File: src/rtl/parcv1_dmem_bridge.sv
// ---------------------------------------------------------------------------
// parcv1_dmem_bridge
//
// Bridges the PARCv1 core's single-outstanding data-memory request onto a
// simple request/grant/rvalid word bus. It handles byte-lane steering for
// stores, load extraction with sign/zero extension, misalignment and illegal
// size-code detection, and a per-access timeout. All outputs are registered.
//
// Ports
//   clk          single clock, all state changes on the rising edge
//   rst          synchronous reset, active low (0 = reset)
//   core_req     access request from the core, only looked at while idle
//   core_we      1 = store, 0 = load
//   core_addr    byte address
//   core_wdata   store data, LSB-justified
//   core_funct3  RV32I size code (000 b, 001 h, 010 w, 100 bu, 101 hu)
//   core_rdata   extended load data, valid while core_resp is high
//   core_resp    one-cycle completion pulse
//   core_err     error flag, valid while core_resp is high
//   core_busy    high whenever an access is in flight (not idle)
//   bus_req      bus request, held until bus_gnt
//   bus_we       bus write enable, stable while bus_req is high
//   bus_addr     word-aligned bus address, stable while bus_req is high
//   bus_be       byte enables, stable while bus_req is high
//   bus_wdata    lane-replicated store data, stable while bus_req is high
//   bus_gnt      bus grant, only looked at while requesting
//   bus_rvalid   bus response valid, only looked at while waiting
//   bus_rdata    bus read data, captured with bus_rvalid
// ---------------------------------------------------------------------------
module parcv1_dmem_bridge #(
    parameter int XLEN        = 32,
    parameter int TIMEOUT_CYC = 64
) (
    input  logic            clk,
    input  logic            rst,
    input  logic            core_req,
    input  logic            core_we,
    input  logic [XLEN-1:0] core_addr,
    input  logic [XLEN-1:0] core_wdata,
    input  logic [2:0]      core_funct3,
    output logic [XLEN-1:0] core_rdata,
    output logic            core_resp,
    output logic            core_err,
    output logic            core_busy,
    output logic            bus_req,
    output logic            bus_we,
    output logic [XLEN-1:0] bus_addr,
    output logic [3:0]      bus_be,
    output logic [XLEN-1:0] bus_wdata,
    input  logic            bus_gnt,
    input  logic            bus_rvalid,
    input  logic [XLEN-1:0] bus_rdata
);

    // The counter must be able to hold TIMEOUT_CYC: a grant on the very last
    // request cycle moves into WAIT one count past the limit.
    localparam int CNT_W = $clog2(TIMEOUT_CYC + 1);
    localparam logic [CNT_W-1:0] CNT_LAST = CNT_W'(TIMEOUT_CYC - 1);

    typedef enum logic [1:0] {
        IDLE = 2'b00,
        REQ  = 2'b01,
        WAIT = 2'b10,
        RESP = 2'b11
    } state_t;

    state_t            state_q;
    logic [CNT_W-1:0]  cnt_q;
    logic [1:0]        addrLo_q;
    logic [2:0]        funct3_q;
    logic              we_q;

    logic              busReq_q;
    logic              busWe_q;
    logic [XLEN-1:0]   busAddr_q;
    logic [3:0]        busBe_q;
    logic [XLEN-1:0]   busWdata_q;
    logic              resp_q;
    logic              err_q;
    logic              busy_q;
    logic [XLEN-1:0]   rdata_q;

    logic              legal_d;
    logic [3:0]        be_d;
    logic [XLEN-1:0]   wdata_d;
    logic [XLEN-1:0]   loadData_d;
    logic [7:0]        byteSel;
    logic [15:0]       halfSel;
    logic              timeoutHit;

    // Legality of the access presented by the core. Stores only exist for
    // b/h/w; unsigned codes are load-only. Halves need addr[0]=0, words need
    // addr[1:0]=00.
    always_comb begin
        legal_d = 1'b0;
        case (core_funct3)
            3'b000:  legal_d = 1'b1;
            3'b001:  legal_d = ~core_addr[0];
            3'b010:  legal_d = (core_addr[1:0] == 2'b00);
            3'b100:  legal_d = ~core_we;
            3'b101:  legal_d = ~core_we & ~core_addr[0];
            default: legal_d = 1'b0;
        endcase
    end

    // Store lane steering: narrow data is replicated across the word so the
    // byte enables alone select the target lanes. Loads read the full word.
    always_comb begin
        be_d    = 4'b1111;
        wdata_d = core_wdata;
        if (core_we) begin
            case (core_funct3[1:0])
                2'b00: begin
                    be_d    = 4'b0001 << core_addr[1:0];
                    wdata_d = {(XLEN/8){core_wdata[7:0]}};
                end
                2'b01: begin
                    be_d    = 4'b0011 << {core_addr[1], 1'b0};
                    wdata_d = {(XLEN/16){core_wdata[15:0]}};
                end
                default: begin
                    be_d    = 4'b1111;
                    wdata_d = core_wdata;
                end
            endcase
        end
    end

    // Load extraction from the returning bus word, using the low address
    // bits and size code captured when the access was accepted.
    always_comb begin
        byteSel    = bus_rdata[{addrLo_q, 3'b000} +: 8];
        halfSel    = bus_rdata[{addrLo_q[1], 4'b0000} +: 16];
        loadData_d = bus_rdata;
        case (funct3_q)
            3'b000:  loadData_d = {{(XLEN-8){byteSel[7]}}, byteSel};
            3'b100:  loadData_d = {{(XLEN-8){1'b0}}, byteSel};
            3'b001:  loadData_d = {{(XLEN-16){halfSel[15]}}, halfSel};
            3'b101:  loadData_d = {{(XLEN-16){1'b0}}, halfSel};
            default: loadData_d = bus_rdata;
        endcase
    end

    // Counter reaches its last allowed value; once there, any cycle without
    // progress ends the access with an error.
    always_comb begin
        timeoutHit = (cnt_q >= CNT_LAST);
    end

    // Main access FSM. Every output is a register updated here so the core
    // and bus see glitch-free signals. core_resp is a single-cycle pulse set
    // on the edge that enters RESP.
    always_ff @(posedge clk) begin
        if (!rst) begin
            state_q    <= IDLE;
            cnt_q      <= '0;
            addrLo_q   <= 2'b00;
            funct3_q   <= 3'b000;
            we_q       <= 1'b0;
            busReq_q   <= 1'b0;
            busWe_q    <= 1'b0;
            busAddr_q  <= '0;
            busBe_q    <= 4'b0000;
            busWdata_q <= '0;
            resp_q     <= 1'b0;
            err_q      <= 1'b0;
            busy_q     <= 1'b0;
            rdata_q    <= '0;
        end else begin
            resp_q <= 1'b0;
            case (state_q)
                IDLE: begin
                    if (core_req) begin
                        addrLo_q   <= core_addr[1:0];
                        funct3_q   <= core_funct3;
                        we_q       <= core_we;
                        busWe_q    <= core_we;
                        busAddr_q  <= {core_addr[XLEN-1:2], 2'b00};
                        busBe_q    <= be_d;
                        busWdata_q <= wdata_d;
                        busy_q     <= 1'b1;
                        if (legal_d) begin
                            state_q  <= REQ;
                            busReq_q <= 1'b1;
                            cnt_q    <= '0;
                        end else begin
                            // Illegal accesses never touch the bus.
                            state_q <= RESP;
                            resp_q  <= 1'b1;
                            err_q   <= 1'b1;
                            rdata_q <= '0;
                        end
                    end
                end

                REQ: begin
                    cnt_q <= cnt_q + CNT_W'(1);
                    // A simultaneous rvalid is deliberately ignored here; the
                    // data phase only starts in WAIT.
                    if (bus_gnt) begin
                        state_q  <= WAIT;
                        busReq_q <= 1'b0;
                    end else if (timeoutHit) begin
                        state_q  <= RESP;
                        busReq_q <= 1'b0;
                        resp_q   <= 1'b1;
                        err_q    <= 1'b1;
                        rdata_q  <= '0;
                    end
                end

                WAIT: begin
                    cnt_q <= cnt_q + CNT_W'(1);
                    // rvalid takes priority over a timeout in the same cycle.
                    if (bus_rvalid) begin
                        state_q <= RESP;
                        resp_q  <= 1'b1;
                        err_q   <= 1'b0;
                        rdata_q <= we_q ? '0 : loadData_d;
                    end else if (timeoutHit) begin
                        state_q <= RESP;
                        resp_q  <= 1'b1;
                        err_q   <= 1'b1;
                        rdata_q <= '0;
                    end
                end

                RESP: begin
                    // A request held by the core during this cycle is picked
                    // up next cycle in IDLE.
                    state_q <= IDLE;
                    busy_q  <= 1'b0;
                    err_q   <= 1'b0;
                end

                default: begin
                    state_q  <= IDLE;
                    busReq_q <= 1'b0;
                    busy_q   <= 1'b0;
                    err_q    <= 1'b0;
                end
            endcase
        end
    end

    assign core_rdata = rdata_q;
    assign core_resp  = resp_q;
    assign core_err   = err_q;
    assign core_busy  = busy_q;
    assign bus_req    = busReq_q;
    assign bus_we     = busWe_q;
    assign bus_addr   = busAddr_q;
    assign bus_be     = busBe_q;
    assign bus_wdata  = busWdata_q;

endmodule
File: config.mk
export PLATFORM = sky130hd
export DESIGN_NAME = parcv1_dmem_bridge
export DESIGN_NICKNAME = d
export VERILOG_FILES = /design/src/rtl/parcv1_dmem_bridge.sv
export SDC_FILE = /design/constraint.sdc
export NUM_CORES = 1
export LEC_CHECK = 0
export ABC_AREA = 1
export BUFFER_PORTS_ARGS = -buffer_cell sky130_fd_sc_hd__buf_2
export CORE_ASPECT_RATIO = 1.4
export CORE_MARGIN = 2
export CORE_UTILIZATION = 35
export DETAILED_ROUTE_END_ITERATION = 8
export HOLD_SLACK_MARGIN = 0.05
export PLACE_DENSITY = 0.56
export SLEW_MARGIN = 20
export SYNTH_ARGS = -nofsm -noshare
export SYNTH_HDL_FRONTEND = slang
export SYNTH_SLANG_ARGS = --single-unit
File: constraint.sdc
create_clock -name clk -period 2.4 [get_ports clk]
set_input_delay 0.6 -clock clk [delete_from_list [all_inputs] [get_ports clk]]
set_output_delay 0.6 -clock clk [all_outputs]
set_load 0.01 [all_outputs]
==> results of run 1 <==
==> registers in the layout (all words and copies together), names as in the netlist <==
register    cells
bus_we          1
bus_req         1
bus_wdata      32
core_resp       1
state_q         2
funct3_q        3
core_busy       1
addrLo_q        2
core_rdata     32
cnt_q           7
bus_addr       30
bus_be          4
core_err        1
==> per-stage QoR <==
stage	instance area [sq um]	utilization	instances	hold slack (ns)	setup WS, ns
2_1_floorplan	5840	-	812	0.457	0.654
3_3_place_gp	7040	0.434	1188	0.453	0.287
3_5_place_dp	7040	0.434	1188	0.456	0.241
4_1_cts	7650	0.471	1219	0.415	0.383
5_1_grt	7650	0.471	1219	0.430	0.162
6_report	7650	0.471	1219	0.426	0.391
==> cells by family after synthesis <==
kind of cell	after synthesis	share of synthesized area
other cells	1	0.000642
fa+ha+maj	5	0.0107
compound gates	262	0.240
flops	117	0.401
simple gates	291	0.245
xor+xnor	2	0.00300
buf+inv	133	0.0995
==> final cells by class <==
type                            instances  share of cell area
Multi-Input combinational cell        562               0.382
Sequential cell                       117               0.306
Timing Repair Buffer                  229               0.160
Clock buffer                           18              0.0561
Inverter                               81              0.0398
Tap cell                              199              0.0326
Clock inverter                         13              0.0229
==> final timing paths <==
check	start	to	slack, ns	cells after the start
max	state_q[0]	core_rdata[16]	0.39	7
max reg2reg	state_q[0]	core_rdata[16]	0.39	7
min reg2reg	core_rdata[11]	core_rdata[11]	0.47	2
min	core_addr[24]	bus_addr[24]	0.43	3
==> worst max-delay path: stages, from the launching register on <==
cell,delay (ns)
dfxtp_1,0.41
ha_1,0.37
inv_1,0.10
o21ai_1,0.15
nand3_2,0.23
nand3_4,0.38
nand3_1,0.13
a21oi_1,0.15
==> synthesized netlist by cell type, types with 2 or more instances <==
cell type  count  area (sq um)
o221a_2        2          22.5
o21ai_0      113           566
nand3_1       35           175
ha_1           5          62.6
nand2_2        5          31.3
buf_6          6          67.6
nand2_1      105           394
inv_1         67           251
or2_2          6          37.5
buf_2         11          55.1
a21oi_1      112           561
clkinv_1       2          7.51
nor3_1         3          15.0
nand2_4        6          67.6
nor2_4         4          45.0
inv_2         12          45.0
buf_4          6          45.0
nand4_1       16           100
o21ai_1       11          55.1
nand3_4        3          52.6
xor2_1         2          17.5
nand3_2       13           130
dfxtp_1      117          2340
nor2_1        93           349
o211ai_1      17           128
clkbuf_1      28           105
==> report_power, final <==
| group | total, mW | switching [mW] | internal [mW] |
|---|---|---|---|
| Clock | 2.64 | 1.00 | 1.64 |
| Combinational | 3.22 | 2.11 | 1.11 |
| Sequential | 2.57 | 0.219 | 2.35 |
| Total | 8.43 | 3.34 | 5.10 |
==> routing by layer <==
metal | part of all wire | wire length (um) | up-vias | track usage
met5 | 0 | 0 | - | 0
met4 | 0.029 | 524 | 0 | 0.0918
met3 | 0.086 | 1570 | 32 | 0.0720
met2 | 0.48 | 8780 | 222 | 0.349
met1 | 0.41 | 7460 | 2636 | 0.237
li1 | - | - | 3095 | -
==> placed cells by master, fill, tap and decap left out, types with 13 or more instances in the layout <==
master / Yosys / final
buf_4: 6 / 20
nor2_1: 93 / 93
dfxtp_1: 117 / 117
o211ai_1: 17 / 17
inv_1: 67 / 67
clkbuf_16: 0 / 17
inv_2: 12 / 13
nand3_2: 13 / 13
a21oi_1: 112 / 112
buf_2: 11 / 207
nand2_1: 105 / 104
o21ai_0: 113 / 113
nand4_1: 16 / 16
nand3_1: 35 / 35
==> results.ini, run 1 <==
[floorplan]
io_pins=210
die-area_sq_um=17700
row_count=55
die_h_um=157
initial_utilization=0.359
fp.dieW_um=113
coreArea_sq_um=16200

[sta]
min_period_ns=2.01
tns_ns=0
setup_viol=0
worstMarginPinSlew_ns=0.552
fmax_mhz=498
finClkSkew_ns=0.00665
final.period_utilization=0.837
slew-limit-headroom=0.632
rsz0062_at_grt=no
slew_viol_final=0
finalHoldViolations=0

[power]
power-per-cell-area_nw_per_um2=1100
p_leak_nw=3.58
ir_worst_vdd_uv=804
power_mw=8.43

[worst_setup_path]
arrival_ns=2.35
path_max_fanout=26
crit_type=register to register
worstPathRequired_ns=2.74
worst_setup_path_start_kind=register
worst_setup_path_end_kind=register

[route]
wire_per_inst_um=15.1
via_per_inst=4.91
ant_nets=0
drt_first_iter_violations=313
num_vias=5985
route.detailed.drc=12
routed_wl_um=18300
dr.pass1.iters=7

[cts]
clk_path_buf_depth=2
cts.reportedPaths.clkPinSlew_ns=0.06
clk_latency_ns=0.42
cts_buffers=17
cts_setup_buffers=0
cts_root_buf=clkbuf_16
ctsResizeCount=0
cts_tree=built
clock-sinks=117
htreeDepth=4
cts_hold_buf=0

[cells_and_area]
area_growth_pct=31.0
nets=1118
multi_input_area_sq_um=2920
layout-drive-gt1-share=0.311
diodes=0
ff_latch_area_sq_um=2340
fillerInstances=1730

[global_route]
antenna_found_initial=0
grt_overflow=0
grt_pass1_vias=5687
grt_first_pass_wirelength_um=29000
grt_max_degree=53
grt_use_total=0.208

[yosys]
async_reset_ff_frac=0
ys_warn_count=0
synthFlopType=dfxtp_1
ys_types=37
ys_seq_area_frac=0.401
syn_area_per_cell_sq_um=7.20
synthesis.instances=811
yosys_register_bits=117
synth-edff-count=0
syn-cell-area_sq_um=5840

[place]
io_buffers=207
routabilityCongestion=0.835
dp.final_hpwl_um=13500

[flow_run]
cap_viol_max_count=0

[status]
violations=DRC
status=finished with violations

[worst_hold_path]
hp-class=input port to register

Note: power is estimated with default switching activity, not from simulation.
==> run 2, diff against run 1 <==
--- a/config.mk
+++ b/config.mk
@@ -12,7 +12,7 @@
 export CORE_UTILIZATION = 35
 export DETAILED_ROUTE_END_ITERATION = 8
 export HOLD_SLACK_MARGIN = 0.05
-export PLACE_DENSITY = 0.56
+export PLACE_DENSITY = 0.58
 export SLEW_MARGIN = 20
 export SYNTH_ARGS = -nofsm -noshare
 export SYNTH_HDL_FRONTEND = slang
==> constraint.sdc (replaced) <==
create_clock -name clk -period 1.77 [get_ports clk]
set_input_delay 0.4425 -clock clk [delete_from_list [all_inputs] [get_ports clk]]
set_output_delay 0.4425 -clock clk [all_outputs]
set_load 0.01 [all_outputs]
==> run 2 against run 1 <==
  * The run still ends with DRC left
  * Hold slack lost 0.15 ns
  * Worst setup slack lost 0.31 ns
  * Clock power grew 26%
  * Core utilization grew 1.5 points
  * Routed wire length grew 2.4%
  * Sequential share of layout area shrank 0.86 points
  * Fmax grew 19%
  * Register-to-register slack lost 0.31 ns
  * Highest routed layer unchanged
==> results.ini, run 2 (synthesis gave the netlist of run 1 again) <==
[status]
status=finished with violations
violations=DRC

[place]
io_buffers=207  ; unchanged
dpl_worst_slack_ns=0.0252  ; -0.215 ns
dp.final_hpwl_um=13600  ; +0.76%
routabilityCongestion=0.864  ; +3.6%
place_area_sq_um=7220  ; +2.5%

[route]
wire_per_inst_um=15.2  ; +0.89%
drt_first_iter_violations=294  ; -6.1%
dr.pass1.iters=7  ; unchanged
ant_nets=0  ; unchanged
num_vias=6182  ; +3.3%
routed_wl_um=18800  ; +2.4%
route.detailed.drc=9  ; -3
via_per_inst=5.00  ; +1.8%

[global_route]
grt_pass1_vias=5769  ; +1.4%
grt_first_pass_wirelength_um=29400  ; +1.2%
grt_overflow=0  ; unchanged
grt_use_total=0.206  ; -0.00110
antenna_found_initial=0  ; unchanged
grt_max_degree=44  ; -17%

[worst_hold_path]
hp-class=input port to register
hold_depth=3  ; unchanged

[power]
power_mw=11.8  ; +40%
p_leak_nw=3.69  ; +2.9%
power-per-cell-area_nw_per_um2=1490  ; +35%
ir_worst_vdd_uv=745  ; -7.3%

[cts]
clk_latency_ns=0.41  ; about the same
clk_path_buf_depth=2  ; unchanged
clock-sinks=117  ; unchanged
cts_tree=built
cts_hold_buf=0  ; unchanged
cts_buffers=17  ; unchanged
cts.reportedPaths.clkPinSlew_ns=0.06  ; about the same
cts_setup_buffers=0  ; unchanged
ctsResizeCount=0  ; unchanged
htreeDepth=4  ; unchanged
cts_root_buf=clkbuf_16

[flow_run]
cap_viol_max_count=0  ; unchanged

[floorplan]
die-area_sq_um=17700  ; unchanged
initial_utilization=0.359  ; unchanged
coreArea_sq_um=16200  ; unchanged
io_pins=210  ; unchanged
fp.dieW_um=113  ; unchanged
row_count=55  ; unchanged
die_h_um=157  ; unchanged

[cells_and_area]
final_common_cell=buf_2
nets=1135  ; +1.5%
area_growth_pct=35.0
layout-drive-gt1-share=0.331  ; +0.0206
diodes=0  ; unchanged
final_cell_mix=buf_2, dfxtp_1, o21ai_0
final_area_sq_um=7880  ; +3.1%

[worst_setup_path]
worst_setup_path_end_kind=register
cp_slowest_cell=dfxtp_2
worst_setup_path_start_kind=register
max_stage_delay_ns=0.37  ; -0.04 ns
ff2ff_path_depth=10  ; +3
crit_type=register to register
arrival_ns=2.03  ; -0.32 ns
path_max_fanout=5  ; -81%
worstPathRequired_ns=2.12  ; -0.62 ns
crit_chain=inv_2 -> ha_4 -> inv_2 -> nor2_4 -> inv_4 -> nand3_4 -> nor2_4 -> clkbuf_16 -> nand4_1 -> a21oi_1

[sta]
hold_ws_ns=0.275  ; -0.151 ns
slew_viol_final=0  ; unchanged
min_period_ns=1.69  ; -0.323 ns
setup_viol=0  ; unchanged
worstMarginPinSlew_ns=0.503  ; -0.0486 ns
finClkSkew_ns=0.00656  ; -0.0000890 ns
fmax_mhz=593  ; +19%
slew-limit-headroom=0.661  ; +0.0294
fin_ws_ns=0.0840  ; -0.307 ns
final.period_utilization=0.953  ; +0.116
finalHoldViolations=0  ; unchanged

-- run 2: final timing paths --
check                         to  slack, ns     startpoint
setup / recovery  core_rdata[28]       0.08     state_q[1]
hold / removal      bus_addr[22]       0.28  core_addr[22]
setup reg to reg  core_rdata[28]       0.08     state_q[1]
hold reg to reg    core_rdata[9]       0.46  core_rdata[9]
-- run 2: cell type report --
type | count | area (sq um)
repair buffers | 246 | 1450
clock buffers | 18 | 439
fillers | 1715 | 8360
inverters | 81 | 307
well taps | 199 | 249
clock inverters | 14 | 128
flip-flops and latches | 117 | 2350
multi-input cells | 562 | 2960
-- run 2: report_power, final --
group | total, mW | switching [mW] | internal (mW)
sequential | 3.49 | 0.302 | 3.19
clock | 3.33 | 1.35 | 1.98
combinational | 4.96 | 3.05 | 1.91
-- run 2: worst max-delay path: cells and delay by family (launching register included) --
family,cells,cell delay (ns)
buffers and inverters,4,0.44
AND/OR/NAND/NOR,4,0.49
adder cells (fa/ha/maj),1,0.18
flip-flops,1,0.37
AO/OA/AOI/OAI,1,0.13
-- run 2: layer usage --
metal,track usage,routed length [um],vias up
met4,0.0761,467,0
met5,0,0,-
met1,0.241,7740,2791
met3,0.0686,1430,28
li1,-,-,3135
met2,0.350,9150,228
-- run 2: through the flow --
| step | TNS, ns | std cells | util |
|---|---|---|---|
| after floorplan | 0 | 812 | - |
| after global placement | 0 | 1203 | 0.444 |
| after detailed placement | 0 | 1203 | 0.444 |
| after CTS | 0 | 1235 | 0.479 |
| after global routing | -0.0814 | 1237 | 0.485 |
| final | 0 | 1237 | 0.485 |
